$ cat src/rtl/jpeg_pkg.sv
// Shared JPEG decode definitions: field widths, RLE special symbols,
// decoder state encoding and the zigzag-to-raster scan table.
package jpeg_pkg;

  localparam int COEF_W = 10;
  localparam int RUN_W  = 4;
  localparam int NCOEF  = 64;
  localparam int SYM_W  = RUN_W + COEF_W;
  localparam int POS_W  = 7;

  localparam logic [SYM_W-1:0] EOB_SYM = '0;
  localparam logic [SYM_W-1:0] ZRL_SYM = {4'hF, 10'h000};

  typedef enum logic [1:0] {S_DC, S_AC, S_OUT} state_e;

  // zigzag scan index -> raster index (row*8+col), same table as the encoder
  localparam logic [5:0] ZZ2NAT [NCOEF] = '{
     0,  1,  8, 16,  9,  2,  3, 10, 17, 24, 32, 25, 18, 11,  4,  5,
    12, 19, 26, 33, 40, 48, 41, 34, 27, 20, 13,  6,  7, 14, 21, 28,
    35, 42, 49, 56, 57, 50, 43, 36, 29, 22, 15, 23, 30, 37, 44, 51,
    58, 59, 52, 45, 38, 31, 39, 46, 53, 60, 61, 54, 47, 55, 62, 63
  };

endpackage

$ cat src/rtl/rle_izigzag_decoder.sv
// RLE + inverse zigzag decoder for one colour channel. Rebuilds an 8x8 block
// of quantized coefficients in raster order from a DC word and AC RLE symbols.
// Optional macro IZZ_DC_ACCUM_EN: dc_in is a DPCM difference accumulated into
// a persistent predictor; otherwise dc_in is the absolute DC value.
module rle_izigzag_decoder
  import jpeg_pkg::*;
(
  input  logic                    clk,
  input  logic                    reset,
  input  logic [COEF_W-1:0]       dc_in,
  input  logic                    dc_valid,
  output logic                    dc_ready,
  input  logic [SYM_W-1:0]        rle_in,
  input  logic                    rle_valid,
  output logic                    rle_ready,
  output logic [NCOEF*COEF_W-1:0] block_out,
  output logic                    block_valid,
  input  logic                    block_ready,
  output logic                    error
);

  state_e                         state_q;
  logic [POS_W-1:0]               pos_q;
  logic [NCOEF-1:0][COEF_W-1:0]   buf_q;
  logic                           err_q;
  logic                           dc_rdy_q;
  logic                           rle_rdy_q;
  logic                           blk_vld_q;

  logic [RUN_W-1:0]               run;
  logic [COEF_W-1:0]              level;
  logic [POS_W-1:0]               tgt;
  logic [POS_W-1:0]               zrl_pos;
  logic                           is_eob;
  logic                           is_zrl;
  logic                           ovf;
  logic                           ac_done;
  logic [COEF_W-1:0]              dc_val;

  assign run     = rle_in[SYM_W-1:COEF_W];
  assign level   = rle_in[COEF_W-1:0];
  assign tgt     = pos_q + POS_W'(run);
  assign zrl_pos = pos_q + 7'd16;
  assign is_eob  = (rle_in == EOB_SYM);
  assign is_zrl  = (rle_in == ZRL_SYM);
  // a plain symbol landing beyond coefficient 63 is dropped and flagged
  assign ovf     = !is_eob && !is_zrl && (tgt > 7'd63);
  // EOB, a ZRL running off the end, the write to zz63, or an overflow all close the block
  assign ac_done = is_eob || (is_zrl ? (zrl_pos > 7'd63) : (tgt >= 7'd63));

`ifdef IZZ_DC_ACCUM_EN
  logic [COEF_W-1:0] pred_q;

  assign dc_val = pred_q + dc_in;

  // DC predictor follows every reconstructed DC and survives block boundaries
  always_ff @(posedge clk) begin
    if (reset)
      pred_q <= '0;
    else if (state_q == S_DC && dc_valid && dc_rdy_q)
      pred_q <= dc_val;
  end
`else
  assign dc_val = dc_in;
`endif

  // block FSM: DC capture, AC symbol placement, output hold; handshake flags registered
  always_ff @(posedge clk) begin
    if (reset) begin
      state_q   <= S_DC;
      pos_q     <= 7'd1;
      buf_q     <= '0;
      err_q     <= 1'b0;
      dc_rdy_q  <= 1'b0;
      rle_rdy_q <= 1'b0;
      blk_vld_q <= 1'b0;
    end else begin
      case (state_q)
        S_DC: begin
          if (dc_valid && dc_rdy_q) begin
            buf_q[0]  <= dc_val;
            pos_q     <= 7'd1;
            state_q   <= S_AC;
            dc_rdy_q  <= 1'b0;
            rle_rdy_q <= 1'b1;
          end else begin
            dc_rdy_q  <= 1'b1;
          end
        end
        S_AC: begin
          if (rle_valid && rle_rdy_q) begin
            if (is_zrl)
              pos_q <= zrl_pos;
            else if (!is_eob && !ovf) begin
              buf_q[ZZ2NAT[tgt[5:0]]] <= level;
              pos_q <= tgt + 7'd1;
            end
            if (ovf)
              err_q <= 1'b1;
            if (ac_done) begin
              state_q   <= S_OUT;
              rle_rdy_q <= 1'b0;
              blk_vld_q <= 1'b1;
            end
          end
        end
        S_OUT: begin
          if (block_ready && blk_vld_q) begin
            buf_q     <= '0;
            state_q   <= S_DC;
            blk_vld_q <= 1'b0;
            dc_rdy_q  <= 1'b1;
          end
        end
        default: state_q <= S_DC;
      endcase
    end
  end

  assign dc_ready    = dc_rdy_q;
  assign rle_ready   = rle_rdy_q;
  assign block_out   = buf_q;
  assign block_valid = blk_vld_q;
  assign error       = err_q;

endmodule
$ cat config.mk
export PLATFORM = sky130hd
export DESIGN_NAME = rle_izigzag_decoder
export DESIGN_NICKNAME = d
export VERILOG_FILES = /design/src/rtl/jpeg_pkg.sv /design/src/rtl/rle_izigzag_decoder.sv
export SDC_FILE = /design/constraint.sdc
export NUM_CORES = 1
export LEC_CHECK = 0
export BUFFER_PORTS_ARGS = -buffer_cell sky130_fd_sc_hd__buf_4
export CELL_PAD_IN_SITES_DETAIL_PLACEMENT = 2
export CELL_PAD_IN_SITES_GLOBAL_PLACEMENT = 2
export CORE_MARGIN = 2
export CORE_UTILIZATION = 33
export CTS_BUF_LIST = sky130_fd_sc_hd__clkbuf_8 sky130_fd_sc_hd__clkbuf_16
export CTS_CLUSTER_DIAMETER = 40
export DETAILED_ROUTE_END_ITERATION = 6
export PLACE_DENSITY = 0.88
export SLEW_MARGIN = 15
export SYNTH_ARGS = -nofsm -noshare
export SYNTH_HDL_FRONTEND = slang
export SYNTH_SLANG_ARGS = --single-unit
$ cat constraint.sdc
create_clock -name clk -period 5.4 [get_ports clk]
set_input_delay 1.08 -clock clk [delete_from_list [all_inputs] [get_ports clk]]
set_output_delay 1.08 -clock clk [all_outputs]
set_load 0.02 [all_outputs]
==> results of run 1 <==
-- cell families (layout without fill, tap and decap cells) --
logic type | count (synthesis) | after routing
AO/OA/AOI/OAI | 831 | 831
adder cells (fa/ha/maj) | 23 | 23
multiplexers | 16 | 16
flip-flops | 653 | 653
AND/OR/NAND/NOR | 197 | 197
buffers and inverters | 237 | 977
XOR/XNOR | 13 | 13
-- metrics by stage --
step,std cells,hold WS [ps],total power (uW)
6_report,3650,467,14400
5_1_grt,3650,488,14800
4_1_cts,3650,471,14400
3_5_place_dp,3463,455,7240
3_3_place_gp,3463,448,7130
2_1_floorplan,1970,452,6310
-- path summary, 6_finish.rpt --
| kind | from | endpoint | slack, ps | depth (start not counted) |
|---|---|---|---|---|
| worst min-delay path | block_out[147] | block_out[147] | 470 | 1 |
| worst max-delay path | rle_in[10] | block_out[70] | 150 | 15 |
| worst max register to register | pos_q[0] | block_out[70] | 320 | 14 |
| worst min register to register | block_out[147] | block_out[147] | 470 | 1 |
-- flip-flops by register name (all words and copies together) (netlist names) --
signal       count
block_out      640
pos_q            7
state_q          2
block_valid      1
dc_ready         1
error            1
rle_ready        1
-- area by class of cell --
type / count / area [um2] / area share
Timing Repair Buffer: 772 / 5960 / 0.178
Inverter: 18 / 67.6 / 0.00202
Multi-Input combinational cell: 1080 / 9550 / 0.285
Tap cell: 940 / 1180 / 0.0351
Clock inverter: 74 / 971 / 0.0290
Sequential cell: 653 / 13100 / 0.390
Clock buffer: 113 / 2690 / 0.0804
-- cells in the final DEF (no fill, tap or decap), types with 14 or more instances in the layout --
cell,synthesis,final
inv_1,16,20
ha_1,22,22
buf_4,7,759
a32o_1,370,370
a31oi_2,15,14
a22o_1,262,262
bufinv_16,0,14
mux2i_1,14,14
and2_1,38,27
o21ai_0,16,16
nand2_1,29,29
a21oi_1,36,34
nor2b_1,24,24
dfxtp_1,653,653
nor2_1,32,29
a21oi_2,47,45
clkbuf_16,0,101
-- synth_stat cells (all sizes together), types with 3 or more instances --
library cell / n
dfxtp: 653
nor3b: 3
or3: 7
nor4: 6
nor3: 17
o32ai: 12
xnor2: 8
buf: 107
and4: 3
nand2: 30
ha: 22
nor2: 34
a211o: 4
a21oi: 86
xor2: 3
nand3: 15
a41oi: 5
and2: 39
nor2b: 24
a211oi: 14
a32o: 370
nand2b: 6
a311oi: 3
and3: 6
a31oi: 18
inv: 17
clkbuf: 112
o21ai: 25
a22o: 262
mux2i: 14
o2111ai: 3
-- layer usage --
layer,up-vias,track usage
li1,9215,-
met1,12000,0.378
met2,1414,0.634
met3,477,0.0869
met4,0,0.224
met5,-,0
-- power breakdown --
part,switching [uW],internal (uW),leakage (uW)
Sequential,63.8,4890,0.00526
Clock,2830,4340,0.00178
Combinational,1720,602,0.00688
Total,4610,9830,0.0139
==> key figures, run 1 <==
Status
  • Status: finished clean

Global route
  • GRT overflow: 0
  • Largest net degree at the start of global routing: 81
  • Antenna violations before repair: 1
  • All-Layer GR Usage: 0.357
  • Number of global-route vias before repair: 25,400
  • Global-route wire length before repair: 194,000 um

Setup path
  • Worst setup EP type: register
  • CP Launch Type: primary input
  • CP arrival: 5820 ps
  • Critical path's largest stage delay: 650 ps
  • Family with the most delay on the worst path: compound AO/OA/AOI/OAI gates
  • Max FO, Critical Path: 38
  • Crit Path Category: primary input to register
  • CP max-delay cell: a221oi_1
  • Cell Chain, Critical Path: buf_4 > ha_1 > inv_1 > fa_1 > nand2b_1 > a21oi_4 > xnor2_1 > buf_4 > o21ai_0 > a221oi_1 > o21bai_1 > a21oi_4 > buf_12 > and2_1 > a22o_1
  • CP bufs+invs: 4
  • WP data required: 5970 ps

Routing
  • Post-route DRC: 0
  • DR WL met3: 10,200 um
  • DRT Pass-1 Iters: 7
  • Top layer in use: met4
  • Routed len/inst: 37.4 um
  • Via/cell ratio: 6.33
  • M1 WL: 48,600 um
  • Number of DRC markers in iteration 0: 1,947
  • Met2 Routed Length: 68,400 um
  • Post-Route WL: 136,000 um
  • Remaining antenna violation count after routing: 0
  • Vias: 23,100

Logic synthesis
  • Synth area leaders: dfxtp_1 (56%), a32o_1 (16%), a22o_1 (9.8%)
  • Cell Area, Synth: 0.0235 mm2
  • Area leader, netlist: dfxtp_1
  • Synth Register Bits: 653
  • Post-Synth Simple-Gate Area: 0.0470
  • Synth unique cells: 84
  • Asr flop ratio synth: 0
  • Syn avg cell area: 11.9 um2
  • Post-synth top area share: 0.556
  • Dominant synthesized flop cell: dfxtp_1
  • Largest family of logic cells by synthesized area: compound AO/OA/AOI/OAI gates
  • Synth Area in Compound Gates: 0.326
  • Gate Count Post-Synth: 1,970
  • Number of synthesized flops with an enable pin: 0
  • Register area share after synthesis: 0.556
  • Post-Synth Adder-Cell Area: 0.0126
  • Multiplexer share of the synthesized area: 0.00740
  • Syn_nets: 2,022
  • Post-synthesis xor/xnor area fraction: 0.00634
  • Ys Warns: 0

Placement
  • IO Port Bufs: 672
  • Detailed Place HPWL: 79,700 um
  • Post-place setup slack: -220 ps
  • GP Congestion: 0.859
  • Area after DPL: 0.0298 mm2

Clocking
  • Post-CTS sizing: 0
  • CTS sink count: 653
  • TritonCTS buffer count: 99
  • CTS Hold Bufs: 0
  • CTS H-Tree Depth: 3
  • CTS Buffer Depth: 3
  • Clock root buffer: clkbuf_16
  • Clock latency on the worst-skew pair: 680 ps
  • CTS tree: built
  • Setup repair bufs after CTS: 0
  • CTS clk-pin slew, worst paths: 50 ps

Finish
  • Final core utilization: 0.477
  • Final Cell Area: 0.0335 mm2
  • N_diodes: 0
  • Layout cells sized above 1: 0.396
  • Final net count: 2,676
  • Fill count: 6,786
  • Area growth from synthesis to final layout: 42.5%

STA
  • Setup WS post-layout: 145 ps
  • Setup Viol. Count Final: 0
  • Slew margin rel.: 0.197
  • Pins Over Slew Limit: 0
  • Final Hold Violating Endpoints: 0
  • F_max: 0.190 GHz
  • Tmin final: 5250 ps
  • RSZ-0062 raised after global routing: no
  • Layout Skew: 62.0 ps
  • Final TNS setup: 0 ps
  • Tightest Pin Transition: 1200 ps
  • Period Utilization, post-route: 0.973

Power
  • LEAKAGE: 0.0139 uW
  • Worst vdd ir: 0.000305 V
  • Power Density: 431 mW/mm2

Die
  • Core ar.: 0.0703 mm2
  • Die H: 271 um
  • IO Pins: 673
  • Chip Width: 271 um
  • Cell Rows: 97
  • Initial Util: 0.334
  • Die area: 0.0733 mm2

Run
  • Max_cap viols: 0

Worst hold path
  • Min-Delay Path Class: register to register
No activity file was read; power rests on OpenSTA's default activity.
==> inputs of run 2 (changes only) <==
--- a/config.mk
+++ b/config.mk
@@ -9,11 +9,11 @@
 export CELL_PAD_IN_SITES_DETAIL_PLACEMENT = 2
 export CELL_PAD_IN_SITES_GLOBAL_PLACEMENT = 2
 export CORE_MARGIN = 2
-export CORE_UTILIZATION = 33
+export CORE_UTILIZATION = 30
 export CTS_BUF_LIST = sky130_fd_sc_hd__clkbuf_8 sky130_fd_sc_hd__clkbuf_16
 export CTS_CLUSTER_DIAMETER = 40
 export DETAILED_ROUTE_END_ITERATION = 6
-export PLACE_DENSITY = 0.88
+export PLACE_DENSITY = 0.85
 export SLEW_MARGIN = 15
 export SYNTH_ARGS = -nofsm -noshare
 export SYNTH_HDL_FRONTEND = slang
==> constraint.sdc (replaced) <==
create_clock -name clk -period 4.57 [get_ports clk]
set_input_delay 0.914 -clock clk [delete_from_list [all_inputs] [get_ports clk]]
set_output_delay 0.914 -clock clk [all_outputs]
set_load 0.02 [all_outputs]
==> run 2 against run 1 <==
- total power grew 15%
- critical path depth grew 2
- hold slack gained 1.4 ps
- clock skew grew 18 ps
- non-clock buffer count grew 106
- count of clock-buffer cells in the layout shrank 8
- sequential share of layout area shrank 1.5 points
- combinational power grew 30%
- final area grew 4.0%
- critical path type unchanged
- critical endpoint is now block_out[358]
- largest cell class unchanged
==> key figures, run 2 (synthesis results as in run 1) <==
Routing
  • Vias: 22,900
  • Routed len/inst: 33.9 um
  • Post-Route WL: 130,000 um
  • DRT Pass-1 Iters: 5
  • Number of DRC markers in iteration 0: 1,651
  • Via/cell ratio: 5.95
  • Remaining antenna violation count after routing: 0
  • Post-route DRC: 0

Finish
  • Layout cells sized above 1: 0.414
  • Most common cell after layout, fill and taps aside: buf_4
  • Final net count: 2,778
  • Max FFs per register: 640
  • Final core utilization: 0.450
  • N_diodes: 0
  • Fill count: 7,677
  • Final Cell Area: 0.0348 mm2
  • Area growth from synthesis to final layout: 48.2%
  • Commonest cells after routing, fill and taps aside: buf_4 (807), dfxtp_1 (653), a32o_1 (370)

Setup path
  • CP arrival: 4840 ps
  • Max FO, Critical Path: 40
  • Worst setup EP type: register
  • WP data required: 5140 ps
  • CP Launch Type: primary input
  • Crit Path Category: primary input to register

STA
  • Period Utilization, post-route: 0.936
  • Setup WS post-layout: 293 ps
  • Layout Skew: 79.7 ps
  • Setup Viol. Count Final: 0
  • Pins Over Slew Limit: 0
  • F_max: 0.234 GHz
  • Final Hold Violating Endpoints: 0
  • Slew margin rel.: 0.305
  • Tightest Pin Transition: 1040 ps
  • Tmin final: 4280 ps
  • RSZ-0062 raised after global routing: no
  • Final TNS setup: 0 ps

Clocking
  • CTS Hold Bufs: 0
  • TritonCTS buffer count: 95
  • CTS sink count: 653
  • CTS H-Tree Depth: 3
  • Post-CTS sizing: 0
  • CTS tree: built
  • Setup repair bufs after CTS: 0
  • CTS clk-pin slew, worst paths: 50 ps
  • Clock latency on the worst-skew pair: 680 ps
  • CTS Buffer Depth: 3
  • Clock root buffer: clkbuf_16

Global route
  • All-Layer GR Usage: 0.313
  • GRT overflow: 0
  • Antenna violations before repair: 0
  • Number of global-route vias before repair: 25,400
  • M3 GR Usage: 0.0729
  • Global-route wire length before repair: 189,000 um
  • GRT busiest layer: met2
  • Largest net degree at the start of global routing: 64
  • Met2 Track Usage GR: 0.552
  • Met1 usage: 0.341

Placement
  • GP Congestion: 0.839
  • Detailed Place HPWL: 81,600 um
  • Post-place setup slack: -455 ps
  • IO Port Bufs: 672
  • Area after DPL: 0.0315 mm2

Power
  • LEAKAGE: 0.0145 uW
  • Worst vdd ir: 0.000297 V
  • Power Density: 478 mW/mm2

Die
  • Cell Rows: 102
  • Core ar.: 0.0775 mm2
  • Initial Util: 0.303
  • Chip Width: 284 um
  • IO Pins: 673
  • Die area: 0.0806 mm2
  • Die H: 284 um

Run
  • Max_cap viols: 0

Worst hold path
  • Min-Delay Path Class: register to register

Status
  • Status: finished clean
run 2: layer usage:
layer,share of wire,routed length (um)
met4,0.061,7900
met2,0.50,65500
met1,0.37,48200
met5,0,0
met3,0.068,8850
run 2: worst paths after layout:
path | start | end | slack (ps) | depth (start not counted)
setup / recovery | rle_in[10] | block_out[358] | 290 | 17
hold / removal | block_out[152] | block_out[152] | 470 | 1
setup reg to reg | pos_q[0] | block_out[318] | 300 | 17
hold reg to reg | block_out[152] | block_out[152] | 470 | 1
run 2: stage by stage:
step | std cells | total power [uW] | hold WS (ps)
detailed placement | 3669 | 8900 | 458
CTS | 3846 | 16700 | 469
finish | 3846 | 16700 | 468
global route | 3846 | 17100 | 479
global placement | 3669 | 8760 | 449
floorplan | 1970 | 7450 | 452
run 2: layout make-up:
type                       count  area (um2)  share of cell area
timing repair buffer         878        7480               0.215
multi-input combinational   1080        9550               0.274
clock inverter                72         820              0.0235
sequential                   653       13100               0.375
inverter                      18        67.6             0.00194
clock buffer                 105        2540              0.0729
tap                         1040        1300              0.0374
run 2: where the power goes:
| part | internal (uW) | switching (uW) | total, uW |
|---|---|---|---|
| sequential | 5780 | 75.6 | 5850 |
| clock | 4690 | 3090 | 7780 |
| combinational | 954 | 2070 | 3020 |
run 2: worst max-delay path, cell delays in order:
cell	delay, ps
buf_4	110
ha_1	210
inv_1	70
fa_1	440
inv_1	130
ha_1	280
inv_1	70
ha_1	240
mux2_2	280
o2111ai_1	300
buf_4	170
o211ai_2	130
buf_4	220
a21oi_4	510
buf_4	250
buf_12	230
a32o_1	270
